File: src/rtl/vga_scanout.sv
// vga_scanout: parametrised VGA scan-out engine.
//
// Pixel words arrive over a stb/ack handshake and are buffered in a small
// FIFO. A prefill/run state machine starts the raster once enough words are
// queued, then one word is popped per active pixel. Colour, syncs, de and the
// screen coordinates are all registered and mutually aligned.
//
// Ports:
//   clk            pixel clock
//   rst            synchronous active-low reset
//   enable         scan-out enable (0 returns to IDLE, flushing the FIFO)
//   sync           restart frame: flush FIFO, zero counters, back to PREFILL
//   pix_data       input word {r,g,b}, r in the MSBs
//   pix_stb        input word valid
//   pix_ack        combinational ready (rst && !full)
//   vga_r/g/b      registered colour
//   hsync, vsync   registered syncs, polarity set by SYNC_POL
//   de             registered data enable
//   sx, sy         registered coordinates of the pixel on the outputs
//   frame_start    one-cycle pulse while (0,0) is on the outputs
//   fifo_level     FIFO occupancy
//   underflow_cnt  saturating count of active pixels shown without data
//
// state    | meaning
// ---------+-----------------------------------------------------------
// IDLE     | scan-out off, counters at 0, outputs blank, FIFO accepts
// PREFILL  | waiting for PREFILL words, counters at 0, outputs blank
// RUN      | counters advance every cycle, outputs follow the raster
module vga_scanout #(
  parameter int unsigned COLOR_BITS = 2,
  parameter int unsigned H_ACTIVE   = 640,
  parameter int unsigned H_FP       = 16,
  parameter int unsigned H_SYNC     = 96,
  parameter int unsigned H_BP       = 48,
  parameter int unsigned V_ACTIVE   = 480,
  parameter int unsigned V_FP       = 10,
  parameter int unsigned V_SYNC     = 2,
  parameter int unsigned V_BP       = 33,
  parameter bit          SYNC_POL   = 1'b0,
  parameter int unsigned COORD_BITS = 10,
  parameter int unsigned FIFO_DEPTH = 16,
  parameter int unsigned PREFILL    = FIFO_DEPTH / 2,
  parameter logic [3*COLOR_BITS-1:0] UNDERFLOW_COLOR = '0
) (
  input  logic                          clk,
  input  logic                          rst,
  input  logic                          enable,
  input  logic                          sync,
  input  logic [3*COLOR_BITS-1:0]       pix_data,
  input  logic                          pix_stb,
  output logic                          pix_ack,
  output logic [COLOR_BITS-1:0]         vga_r,
  output logic [COLOR_BITS-1:0]         vga_g,
  output logic [COLOR_BITS-1:0]         vga_b,
  output logic                          hsync,
  output logic                          vsync,
  output logic                          de,
  output logic [COORD_BITS-1:0]         sx,
  output logic [COORD_BITS-1:0]         sy,
  output logic                          frame_start,
  output logic [$clog2(FIFO_DEPTH):0]   fifo_level,
  output logic [15:0]                   underflow_cnt
);

  localparam int unsigned PW  = 3 * COLOR_BITS;
  localparam int unsigned AW  = $clog2(FIFO_DEPTH);
  localparam int unsigned HT  = H_ACTIVE + H_FP + H_SYNC + H_BP;
  localparam int unsigned VT  = V_ACTIVE + V_FP + V_SYNC + V_BP;
  localparam int unsigned HCW = $clog2(HT);
  localparam int unsigned VCW = $clog2(VT);
  localparam logic [AW:0] DEPTH_L = (AW+1)'(FIFO_DEPTH);

  typedef enum logic [1:0] {
    ST_IDLE    = 2'd0,
    ST_PREFILL = 2'd1,
    ST_RUN     = 2'd2
  } state_t;

  state_t r_state;
  state_t w_state_next;
  logic   w_flush;
  logic   w_step;

  logic [PW-1:0] r_mem [FIFO_DEPTH];
  logic [AW:0]   r_wr_ptr;
  logic [AW:0]   r_rd_ptr;
  logic [AW:0]   w_level;
  logic          w_full;
  logic          w_empty;
  logic          w_push;
  logic          w_pop;
  logic          w_under;

  logic [HCW-1:0] r_hc;
  logic [VCW-1:0] r_vc;
  logic [31:0]    w_hc32;
  logic [31:0]    w_vc32;
  logic           w_active;
  logic           w_hs_act;
  logic           w_vs_act;

  logic [PW-1:0]         r_rgb;
  logic                  r_hsync;
  logic                  r_vsync;
  logic                  r_de;
  logic [COORD_BITS-1:0] r_sx;
  logic [COORD_BITS-1:0] r_sy;
  logic                  r_frame_start;
  logic [15:0]           r_ucnt;

  // FIFO bookkeeping: pointers carry one extra bit so full and empty differ.
  assign w_level    = r_wr_ptr - r_rd_ptr;
  assign w_full     = (w_level == DEPTH_L);
  assign w_empty    = (w_level == '0);
  assign pix_ack    = rst && !w_full;
  assign fifo_level = w_level;

  // A flush drops any word offered on the same edge.
  assign w_push  = pix_stb && pix_ack && !w_flush;
  assign w_pop   = w_step && w_active && !w_empty;
  assign w_under = w_step && w_active && w_empty;

  // Raster decode on 32-bit copies so region bounds never overflow.
  assign w_hc32   = 32'(r_hc);
  assign w_vc32   = 32'(r_vc);
  assign w_active = (w_hc32 < H_ACTIVE) && (w_vc32 < V_ACTIVE);
  assign w_hs_act = (w_hc32 >= H_ACTIVE + H_FP) && (w_hc32 < H_ACTIVE + H_FP + H_SYNC);
  assign w_vs_act = (w_vc32 >= V_ACTIVE + V_FP) && (w_vc32 < V_ACTIVE + V_FP + V_SYNC);

  always_ff @(posedge clk) begin
    if (!rst) r_state <= ST_IDLE;
    else      r_state <= w_state_next;
  end

  // w_step marks an edge that registers a raster pixel: every RUN edge, and
  // the PREFILL->RUN edge itself so (0,0) shows right after that edge.
  // Leaving for IDLE flushes only from an active state, so the FIFO can be
  // loaded while disabled.
  always_comb begin
    w_state_next = r_state;
    w_flush      = 1'b0;
    w_step       = 1'b0;
    if (!enable) begin
      w_state_next = ST_IDLE;
      w_flush      = (r_state != ST_IDLE);
    end else if (sync) begin
      w_state_next = ST_PREFILL;
      w_flush      = 1'b1;
    end else begin
      case (r_state)
        ST_IDLE: w_state_next = ST_PREFILL;
        ST_PREFILL: begin
          if (32'(w_level) >= PREFILL) begin
            w_state_next = ST_RUN;
            w_step       = 1'b1;
          end
        end
        ST_RUN:  w_step = 1'b1;
        default: w_state_next = ST_IDLE;
      endcase
    end
  end

  always_ff @(posedge clk) begin
    if (!rst || w_flush) begin
      r_wr_ptr <= '0;
      r_rd_ptr <= '0;
    end else begin
      if (w_push) r_wr_ptr <= r_wr_ptr + 1'b1;
      if (w_pop)  r_rd_ptr <= r_rd_ptr + 1'b1;
    end
  end

  always_ff @(posedge clk) begin
    if (w_push) r_mem[r_wr_ptr[AW-1:0]] <= pix_data;
  end

  always_ff @(posedge clk) begin
    if (!rst || !w_step) begin
      r_hc <= '0;
      r_vc <= '0;
    end else if (w_hc32 == HT - 1) begin
      r_hc <= '0;
      r_vc <= (w_vc32 == VT - 1) ? '0 : r_vc + 1'b1;
    end else begin
      r_hc <= r_hc + 1'b1;
    end
  end

  always_ff @(posedge clk) begin
    if (!rst || !w_step) begin
      r_rgb         <= '0;
      r_hsync       <= ~SYNC_POL;
      r_vsync       <= ~SYNC_POL;
      r_de          <= 1'b0;
      r_sx          <= '0;
      r_sy          <= '0;
      r_frame_start <= 1'b0;
    end else begin
      r_sx          <= COORD_BITS'(r_hc);
      r_sy          <= COORD_BITS'(r_vc);
      r_de          <= w_active;
      r_hsync       <= w_hs_act ? SYNC_POL : ~SYNC_POL;
      r_vsync       <= w_vs_act ? SYNC_POL : ~SYNC_POL;
      r_frame_start <= (r_hc == '0) && (r_vc == '0);
      if (!w_active)    r_rgb <= '0;
      else if (w_empty) r_rgb <= UNDERFLOW_COLOR;
      else              r_rgb <= r_mem[r_rd_ptr[AW-1:0]];
    end
  end

  always_ff @(posedge clk) begin
    if (!rst)                               r_ucnt <= '0;
    else if (w_under && r_ucnt != 16'hFFFF) r_ucnt <= r_ucnt + 1'b1;
  end

  assign vga_r         = r_rgb[PW-1 -: COLOR_BITS];
  assign vga_g         = r_rgb[2*COLOR_BITS-1 -: COLOR_BITS];
  assign vga_b         = r_rgb[COLOR_BITS-1:0];
  assign hsync         = r_hsync;
  assign vsync         = r_vsync;
  assign de            = r_de;
  assign sx            = r_sx;
  assign sy            = r_sy;
  assign frame_start   = r_frame_start;
  assign underflow_cnt = r_ucnt;

endmodule

File: config.mk
export PLATFORM = sky130hd
export DESIGN_NAME = vga_scanout
export DESIGN_NICKNAME = d
export VERILOG_FILES = /design/src/rtl/vga_scanout.sv
export SDC_FILE = /design/constraint.sdc
export NUM_CORES = 1
export LEC_CHECK = 0
export CAP_MARGIN = 20
export CORE_MARGIN = 2
export CORE_UTILIZATION = 45
export DETAILED_ROUTE_END_ITERATION = 10
export GPL_TIMING_DRIVEN = 0
export SYNTH_ARGS = -nofsm -noshare
export SYNTH_HDL_FRONTEND = slang
export SYNTH_SLANG_ARGS = --single-unit
File: constraint.sdc
create_clock -name clk -period 7.3 [get_ports clk]
set_clock_uncertainty 0.2 [all_clocks]
set_input_delay 2.19 -clock clk [delete_from_list [all_inputs] [get_ports clk]]
set_output_delay 2.19 -clock clk [all_outputs]
set_load 0.02 [all_outputs]
======== Word-level counts from Yosys, hierarchy flattened ========
Memories as Yosys holds them, arrays and structs flattened. A register that Yosys moved wholly into a read port is not among the register bits.
Index checks and enable logic that the tools add are counted.
word-level totals
  flip-flop bits (word level) ............. 72
  bits in writable memories ............... 96
  input bits .............................. 11
  logic and storage cells ................. 83
  memories kept ........................... 1
operators by class
  $add $sub $neg .......................... 6
  order comparisons ....................... 7
  equality and inequality tests ........... 9
  mux-type cells .......................... 14
  bitwise gates (word level) .............. 4
  reductions and logical operators ........ 29
memories
  name   depth  bits a word  rd ports  clocked after memory_dff  wr ports  RTL line  source
  r_mem  16     6            1         1                         1         84        logic [PW-1:0] r_mem [FIFO_DEPTH];
operator list
  operator               count
  $add 10x1->10 const B  2
  $eq 10x10->1 const B   2
  $logic_not 10->1       2
  $lt 10x10->1 const B   2
  $lt 10x9->1 const B    2
  $add 16x1->16 const B  1
  $ne 16x16->1 const B   1
  $logic_and 1x1->1      11
  $add 5x1->5 const B    2
  $ge 10x10->1 const B   1
  $ge 10x9->1 const B    1
  $mux 1                 10
  $mux 10                1
  $pmux 2 s3             1
  $reduce_and 2->1       3
  $reduce_or 3->1        2
  $eq 5x5->1 const B     1
  $ge 5x4->1 const B     1
  $logic_not 1->1        5
  $logic_not 5->1        1
  $sub 5x5->5            1
  $ne 2x2->1 const B     2
  $not 1->1              4
  $ne 3x3->1 const B     1
  8 further kinds        9

======== Longest topological paths before layout ========
Gate-level depths: netlist of run 1.
  word-level depth ........................ 9
  gate-level depth with buffers ........... 11
  depth with buffers taken out ............ 9

======== Least setup slack after synthesis of run 1 ========
OpenSTA, ideal clock, no wires.
  path type ............................... input -> output
  from .................................... input port rst
  to ...................................... output port pix_ack
  arrival time ............................ 2,578 ps
  data required time ...................... 4,910 ps
  path slack .............................. 2,332 ps
  stages on the path ...................... 2
  buffers on the path ..................... 0
  cells stage by stage .................... inv_1 -> nor2_1
on the way
  cells in the longest elaborated chain, start to end .. 1
ends and longest elaborated chain
  item               RTL line  source
  start, declared    46        input logic rst,
  $logic_and 1x1->1  115       assign pix_ack = rst && !w_full;
  end, declared      51        output logic pix_ack,
Every way passes these cells.

======== Final worst setup path of run 1 ========
Ends and elaborated chain as after synthesis.

==> qor.log, run 1 <==
INFO  run_status     status=completed
INFO  critical_path  arrival=3890ps
INFO  pwr            power_switching_share=0.215
INFO  sta            tightest_slew=735ps
INFO  critical_path  cp_slowest_cell=clkdlybuf4s50_1
INFO  critical_path  crit_path_cell_trace=clkdlybuf4s50_1 > inv_1 > nor2_1 > clkdlybuf4s50_1
INFO  synthesis      ys_seq_elements=174
INFO  critical_path  crit_path_max_fanout=8
INFO  clocking       clk_transition_reported_paths=70ps
INFO  global_route   antenna_found_initial=0
INFO  pwr            power_density=225nW/um2
INFO  synthesis      synthCells=559
INFO  placement      port_buffers=61
INFO  synthesis      post-synth-top-area-cell=edfxtp_1
INFO  die            fp.dieArea=17500um2
INFO  critical_path  criticalPathCategory=in2out
INFO  die            floorplan.initialDensity=0.464
INFO  detailed_routing drc=0
INFO  pwr            power_frac_clock=0.462
INFO  sta            timing.setup.tns=0ps
INFO  synthesis      number_of_nets_produced_by_synthesis=589
INFO  global_route   grt_use_total=0.182
INFO  global_route   globalRoute.totalOverflow=0
INFO  sta            rsz0062_at_grt=false
INFO  detailed_routing detail_route.iter0.violations=304
INFO  cells_and_area fraction_of_final_layout_cells_sized_beyond_drive_strength_1=0.143
INFO  sta            whs=293ps
INFO  synthesis      synth_area_per_cell=13.3um2
INFO  job            max_cap_viol_count=0
INFO  synthesis      synth_cell_types=62
INFO  synthesis      asyncSetResetFlopFracSynth=0
INFO  sta            final_critical_path_setup_slack=1020ps
INFO  cells_and_area finish.net_count=673
INFO  hold_path      hp-class=reg2reg
INFO  clocking       htree_levels=4
INFO  die            die_height=132um
INFO  synthesis      yosys-top-cells-area=edfxtp_1, dfxtp_1, mux4_2
INFO  global_route   pin_count_of_the_biggest_net_entering_global_routing=18
INFO  cells_and_area mostFrequentLayoutCells=edfxtp_1, dfxtp_1, clkdlybuf4s50_1
INFO  synthesis      synth-seq-area-share=0.599
INFO  pwr            sequentialPowerShare=0.513
INFO  die            ports=63
INFO  pwr            post-layout-total-power=2.02mW
INFO  clocking       hold_fix_buffers_at_cts=0
INFO  detailed_routing dr.pass1.iters=4
INFO  detailed_routing met2RoutedLength=7200um
INFO  detailed_routing m1WireLength=7370um
INFO  synthesis      yosys_most_used_dff=edfxtp_1
INFO  die            design.core.area=16000um2
INFO  clocking       cts.sink_count=174
INFO  global_route   wire_length_of_the_first_global_routing_pass=24900um
INFO  clocking       cts_buffer_depth=2
INFO  cells_and_area area_growth=20.8%
INFO  cells_and_area leading_cell_type_in_the_layout_fill_and_taps_excluded=edfxtp_1
INFO  placement      final_hpwl_dp=10800um
INFO  synthesis      yosysWarnings=0
INFO  sta            final_max_slew_viols=0
INFO  pwr            total_switching_power=434uW
INFO  pwr            p_int=1.59mW
INFO  critical_path  cp.required=4910ps
INFO  die            dieWidth=132um
INFO  die            row_count=46
INFO  clocking       clock-root-buffer=clkbuf_16
INFO  sta            final_hold_viol_count=0
INFO  critical_path  slowest_delay=650ps
INFO  placement      dpl-instance-area=8300um2
INFO  clocking       worst_skew_pair.late_latency=430ps
INFO  cells_and_area antennaDiodeCount=0
INFO  detailed_routing number_of_routed_nets_with_antenna_violations=0
INFO  sta            final.min_clock_period=6280ps
INFO  clocking       cts_resized=0
INFO  sta            max_freq=159MHz
INFO  placement      detailedPlace.worstSlack=980ps
INFO  clocking       postCtsSetupRepairBufs=0
INFO  pwr            ir_drop=0.158mV
INFO  synthesis      synth_edf_count=96
INFO  critical_path  critPathCaptureType=output port
INFO  pwr            combPwrFrac=0.025
INFO  detailed_routing vias=4818
INFO  placement      dp.cells=836
INFO  clocking       tritoncts=done
INFO  detailed_routing amount_of_wire_on_met3_after_detailed_routing=571um
INFO  critical_path  cp_common_cell=clkdlybuf4s50_1
INFO  detailed_routing viasPerCell=5.53
INFO  detailed_routing routed.top_layer=met4
INFO  pwr            p_leak=3.02nW
INFO  sta            report.final.setup_viol=0
INFO  detailed_routing routed_len_inst=17.6um
INFO  synthesis      synth_top_cell_area_share=0.388
INFO  detailed_routing wirelength=15300um
INFO  cells_and_area finish.instance_area=8960um2
INFO  sta            max-slew-margin-rel=0.509
INFO  cells_and_area layout.core_utilization=0.560
INFO  critical_path  critPathLaunchType=input pin
INFO  placement      gp_congestion=0.820
INFO  sta            min_period_over_period=0.860
INFO  cells_and_area stdcell_count=872
INFO  global_route   number_of_global_route_vias_before_repair=4630
INFO  synthesis      synthesis.area=7420um2
INFO  clocking       cts_buffers=17
==> logic make-up after synthesis <==
group / count (synthesis) / share of synthesized area
flip-flops: 174 / 0.599
XOR/XNOR: 19 / 0.0224
AO/OA/AOI/OAI: 49 / 0.0538
AND/OR/NAND/NOR: 212 / 0.159
buffers and inverters: 45 / 0.0266
multiplexers: 41 / 0.106
adder cells (fa/ha/maj): 19 / 0.0330
==> flip-flops by register name (all words and copies together) (netlist names) <==
signal / cells
r_vc: 10
r_mem: 96
underflow_cnt: 16
hsync: 1
sx: 10
de: 1
frame_start: 1
r_wr_ptr: 5
sy: 10
r_hc: 10
r_rd_ptr: 5
vsync: 1
r_rgb: 6
r_state: 2
==> layer usage <==
layer  vias up  track usage
met4         0       0.0591
met5         -            0
met1      2405        0.260
met3        13       0.0372
met2       105        0.279
li1       2295            -
==> critical path, delay by kind of cell <==
family,cells,cell delay [ps]
buf+inv,3,1510
simple gates,1,180
==> worst paths after layout <==
check,start,endpoint,slack (ps),cells past startpoint
setup / recovery,rst,pix_ack,1020,4
hold / removal,r_hc[1]$_SDFF_PP0_,sx[1]$_SDFF_PP0_,290,2
setup reg to reg,r_rd_ptr[1]$_SDFFE_PP0P_,r_mem[7][3]$_DFFE_PP_,3100,10
hold reg to reg,r_hc[1]$_SDFF_PP0_,sx[1]$_SDFF_PP0_,290,2
==> cells in the mapped netlist, types with 2 or more instances <==
library cell	number
a21boi_0	2
a21o_1	3
a21oi_1	11
a41o_1	2
and2_1	4
and3_1	26
and4_1	2
buf_1	3
buf_2	8
buf_4	3
clkbuf_1	13
dfxtp_1	78
edfxtp_1	96
ha_1	18
inv_1	16
mux2i_1	11
mux4_2	30
nand2_1	33
nand2b_1	14
nand3_1	22
nand3b_1	2
nand4_1	17
nand4b_1	4
nor2_1	38
nor2b_1	6
nor3_1	13
nor3_2	2
nor4_1	13
nor4b_1	3
o2111ai_2	2
o211ai_1	3
o21a_1	2
o21ai_0	3
o31ai_1	7
or4_1	4
or4b_1	2
xnor2_1	5
xor2_1	14
==> layout make-up <==
class,instances,area (um2)
fill,1350,7040
sequential,174,4440
multi-input combinational,340,2780
timing repair buffer,65,641
clock buffer,20,489
tap,216,270
clock inverter,12,141
buffer,28,134
inverter,17,63.8
==> power groups by stage <==
| stage | logic, mW | clock network (mW) | registers, mW |
|---|---|---|---|
| 6_report | 0.0495 | 0.934 | 1.04 |
| 3_5_place_dp | 0.0491 | 0 | 1.06 |
| 5_1_grt | 0.0548 | 0.988 | 1.04 |
| 3_3_place_gp | 0.0470 | 0 | 1.06 |
| 4_1_cts | 0.0492 | 0.949 | 1.04 |
| 2_1_floorplan | 0.0251 | 0 | 1.06 |
Power figures use the tool's default switching activity.
==> run 2, diff against run 1 <==
ABC_AREA = 1   (was default)
==> run 2 against run 1 <==
  * Flip-flop and latch count did not move
  * First-iteration DRC count rose by 63%
  * Worst hold slack got worse by 9.7 ps
  * Routed wire length rose by 14%
  * Synthesized area fell by 0.10%
  * Sequential power barely moved
  * Cell count rose by 24%
  * Critical path depth rose by 1
  * Die area barely moved
  * Power fell by 3.1%
  * Sequential share of layout area rose by 0.37 points
  * Critical path type unchanged
  * Highest routed layer unchanged
==> qor.log, run 2 <==
INFO  pwr            power_frac_clock=0.448 [-0.014]
INFO  synthesis      asyncSetResetFlopFracSynth=0 [unchanged]
INFO  sta            rsz0062_at_grt=false
INFO  sta            report.final.setup_viol=0 [unchanged]
INFO  critical_path  rr_startpoint=r_rd_ptr[2]$_SDFFE_PP0P_
INFO  synthesis      synth_edf_count=96 [unchanged]
INFO  clocking       postCtsSetupRepairBufs=0 [unchanged]
INFO  placement      gp_congestion=0.882 [+7.5%]
INFO  detailed_routing vias=5642 [+17%]
INFO  critical_path  crit_path_max_fanout=10 [+2]
INFO  synthesis      most_repeated_cell_in_the_gate_level_netlist_after_synthesis=nor2_1
INFO  detailed_routing drc=0 [unchanged]
INFO  hold_path      hp-start=r_hc[0]$_SDFF_PP0_
INFO  cells_and_area mostFrequentLayoutCells=nor2_1, nand2_1, edfxtp_1
INFO  synthesis      synth_cell_types=39 [-37%]
INFO  critical_path  critPathCaptureType=output port
INFO  critical_path  worst_r2r_path_depth=13 [+3]
INFO  sta            min_period_over_period=0.830 [-0.0298]
INFO  pwr            sequentialPowerShare=0.530 [+0.017]
INFO  sta            timing.setup.tns=0ps [unchanged]
INFO  critical_path  arrival=3670ps [-220 ps]
INFO  die            dieWidth=132um [about the same]
INFO  pwr            combPwrFrac=0.022 [-0.003]
INFO  clocking       tritoncts=done
INFO  sta            whs=284ps [-9.73 ps]
INFO  clocking       cts_buffers=17 [unchanged]
INFO  sta            final_hold_viol_count=0 [unchanged]
INFO  global_route   number_of_global_route_vias_before_repair=5584 [+21%]
INFO  cells_and_area largest_reg_flops=96 [unchanged]
INFO  job            max_cap_viol_count=0 [unchanged]
INFO  pwr            total_switching_power=399uW [-8.0%]
INFO  pwr            post-layout-total-power=1.96mW [-3.1%]
INFO  critical_path  critical_path.endpoint=pix_ack
INFO  sta            final_max_slew_viols=0 [unchanged]
INFO  pwr            p_int=1.56mW [-1.8%]
INFO  placement      final_hpwl_dp=11900um [+10%]
INFO  clocking       cts.sink_count=174 [unchanged]
INFO  critical_path  cp.required=4910ps [about the same]
INFO  pwr            p_leak=3.15nW [+4.2%]
INFO  detailed_routing wirelength=17400um [+14%]
INFO  detailed_routing viasPerCell=5.20 [-5.8%]
INFO  sta            max-slew-margin-rel=0.184 [-0.325]
INFO  clocking       clock-root-buffer=clkbuf_16
INFO  synthesis      yosys-top-cells-area=edfxtp_1, dfxtp_1, nor2_1
INFO  placement      port_buffers=61 [unchanged]
INFO  clocking       hold_fix_buffers_at_cts=0 [unchanged]
INFO  sta            tightest_slew=1210ps [+480 ps]
INFO  critical_path  critPathLaunchType=input pin
INFO  clocking       clk_transition_reported_paths=70ps [about the same]
INFO  cells_and_area antennaDiodeCount=0 [unchanged]
INFO  synthesis      synth_area_per_cell=9.60um2 [-28%]
INFO  die            die_height=132um [about the same]
INFO  clocking       cts_resized=0 [unchanged]
INFO  die            row_count=46 [unchanged]
INFO  run_status     status=completed
INFO  critical_path  ff2ff_setup_slack=3390ps [+290 ps]
INFO  sta            final.min_clock_period=6060ps [-217 ps]
INFO  critical_path  r2r-end=r_mem[0][1]$_DFFE_PP_
INFO  synthesis      synthTopCellsByCount=nor2_1, nand2_1, edfxtp_1
INFO  cells_and_area area_growth=20.0%
INFO  clocking       htree_levels=4 [unchanged]
INFO  synthesis      yosys_most_used_dff=edfxtp_1
INFO  detailed_routing detail_route.iter0.violations=495 [+63%]
INFO  clocking       worst_skew_pair.late_latency=430ps [about the same]
INFO  global_route   grt_use_total=0.208 [+0.0259]
INFO  die            floorplan.initialDensity=0.463 [-0.000469]
INFO  synthesis      ys_seq_elements=174 [unchanged]
INFO  synthesis      post-synth-top-area-cell=edfxtp_1
INFO  global_route   antenna_found_initial=0 [unchanged]
INFO  synthesis      synthCells=772 [+38%]
INFO  global_route   pin_count_of_the_biggest_net_entering_global_routing=17 [-1]
INFO  global_route   wire_length_of_the_first_global_routing_pass=28600um [+15%]
INFO  synthesis      yosysWarnings=0 [unchanged]
INFO  pwr            power_density=220nW/um2 [-2.4%]
INFO  pwr            ir_drop=0.161mV [+2.3%]
INFO  clocking       cts_buffer_depth=2 [unchanged]
INFO  global_route   globalRoute.totalOverflow=0 [unchanged]
INFO  pwr            power_switching_share=0.204 [-0.0108]
INFO  hold_path      hp-class=reg2reg
INFO  synthesis      number_of_nets_produced_by_synthesis=802 [+36%]
INFO  cells_and_area leading_cell_type_in_the_layout_fill_and_taps_excluded=nor2_1
INFO  synthesis      synth_top_cell_area_share=0.389 [+0.000393]
INFO  detailed_routing dr.pass1.iters=5 [+1]
INFO  detailed_routing routed_len_inst=16.0um [-8.7%]
INFO  synthesis      synth-seq-area-share=0.599 [+0.000606]
INFO  die            ports=63 [unchanged]
INFO  sta            max_freq=165MHz [+3.6%]
INFO  cells_and_area finish.net_count=885 [+32%]
INFO  cells_and_area stdcell_count=1084 [+24%]
INFO  die            fp.dieArea=17500um2 [about the same]
INFO  critical_path  criticalPathCategory=in2out
INFO  synthesis      synthesis.area=7410um2 [-0.10%]
INFO  cells_and_area fraction_of_final_layout_cells_sized_beyond_drive_strength_1=0.0611 [-0.0822]
INFO  placement      dp.cells=1049 [+25%]
INFO  die            design.core.area=16000um2 [unchanged]
INFO  critical_path  timing.critical_path.from=rst
INFO  detailed_routing number_of_routed_nets_with_antenna_violations=0 [unchanged]
==> run 2: changes by cell type after synthesis, sizes merged, moves of 19 or more <==
cell	delta
nor2	+94
mux4	-30
o21ai	+56
nand2	+72
and3	-25
inv	+53
a21oi	+19
nand3	+26
==> run 2: power by group through the flow <==
stage                     registers [mW]  clock network (mW)  logic, mW
after floorplan                     1.06                   0     0.0208
after global placement              1.06                   0     0.0413
after detailed placement            1.06                   0     0.0432
after CTS                           1.04               0.888     0.0434
after global routing                1.04               0.930     0.0482
final                               1.04               0.876     0.0434
==> run 2: layout make-up <==
class / count / area, um2
repair buffers: 64 / 633
plain buffers: 27 / 129
clock buffers: 26 / 534
flip-flops and latches: 174 / 4440
inverters: 71 / 267
multi-input cells: 500 / 2570
well taps: 216 / 270
clock inverters: 6 / 45.0
fillers: 1430 / 7100
==> run 2: per-stage QoR <==
step | instance area [um2] | setup WS (ps) | utilization
3_5_place_dp | 8300 | 1270 | 0.518
5_1_grt | 8900 | 1120 | 0.556
6_report | 8900 | 1240 | 0.556
4_1_cts | 8870 | 1260 | 0.555
3_3_place_gp | 8300 | 1240 | 0.518
2_1_floorplan | 7410 | 1920 | -
==> run 2: how the worst min path moves through the flow <==
| stage | end | slack, ps | cells past startpoint |
|---|---|---|---|
| after CTS | sx[5]$_SDFF_PP0_ | 290 | 2 |
| after detailed placement | sx[5]$_SDFF_PP0_ | 280 | 2 |
| after floorplan | r_hc[0]$_SDFF_PP0_ | 230 | 1 |
| after global routing | r_rd_ptr[4]$_SDFFE_PP0P_ | 310 | 2 |
| final | r_hc[0]$_SDFF_PP0_ | 280 | 1 |
| after global placement | r_hc[0]$_SDFF_PP0_ | 250 | 1 |
==> run 2: worst max-delay path, stage by stage <==
cell	delay, ps
buf_2	210
inv_1	150
clkbuf_1	270
a21oi_1	210
clkdlybuf4s50_1	640
==> run 2: logic make-up after synthesis <==
kind of cell,after synthesis,synth area share
xor gates and xnor gates,21,0.0248
buffers and inverters,98,0.0533
adders and majority gates,19,0.0331
and+or+nand+nor,338,0.198
AOI/OAI and AO/OA,122,0.0911
DFF,174,0.599
==> run 2: metal layers <==
metal / track usage / wire length (um) / up-vias
met2: 0.328 / 8010 / 160
met1: 0.282 / 8120 / 2675
li1: - / - / 2789
met5: 0 / 0 / -
met4: 0.0585 / 250 / 0
met3: 0.0565 / 1000 / 18
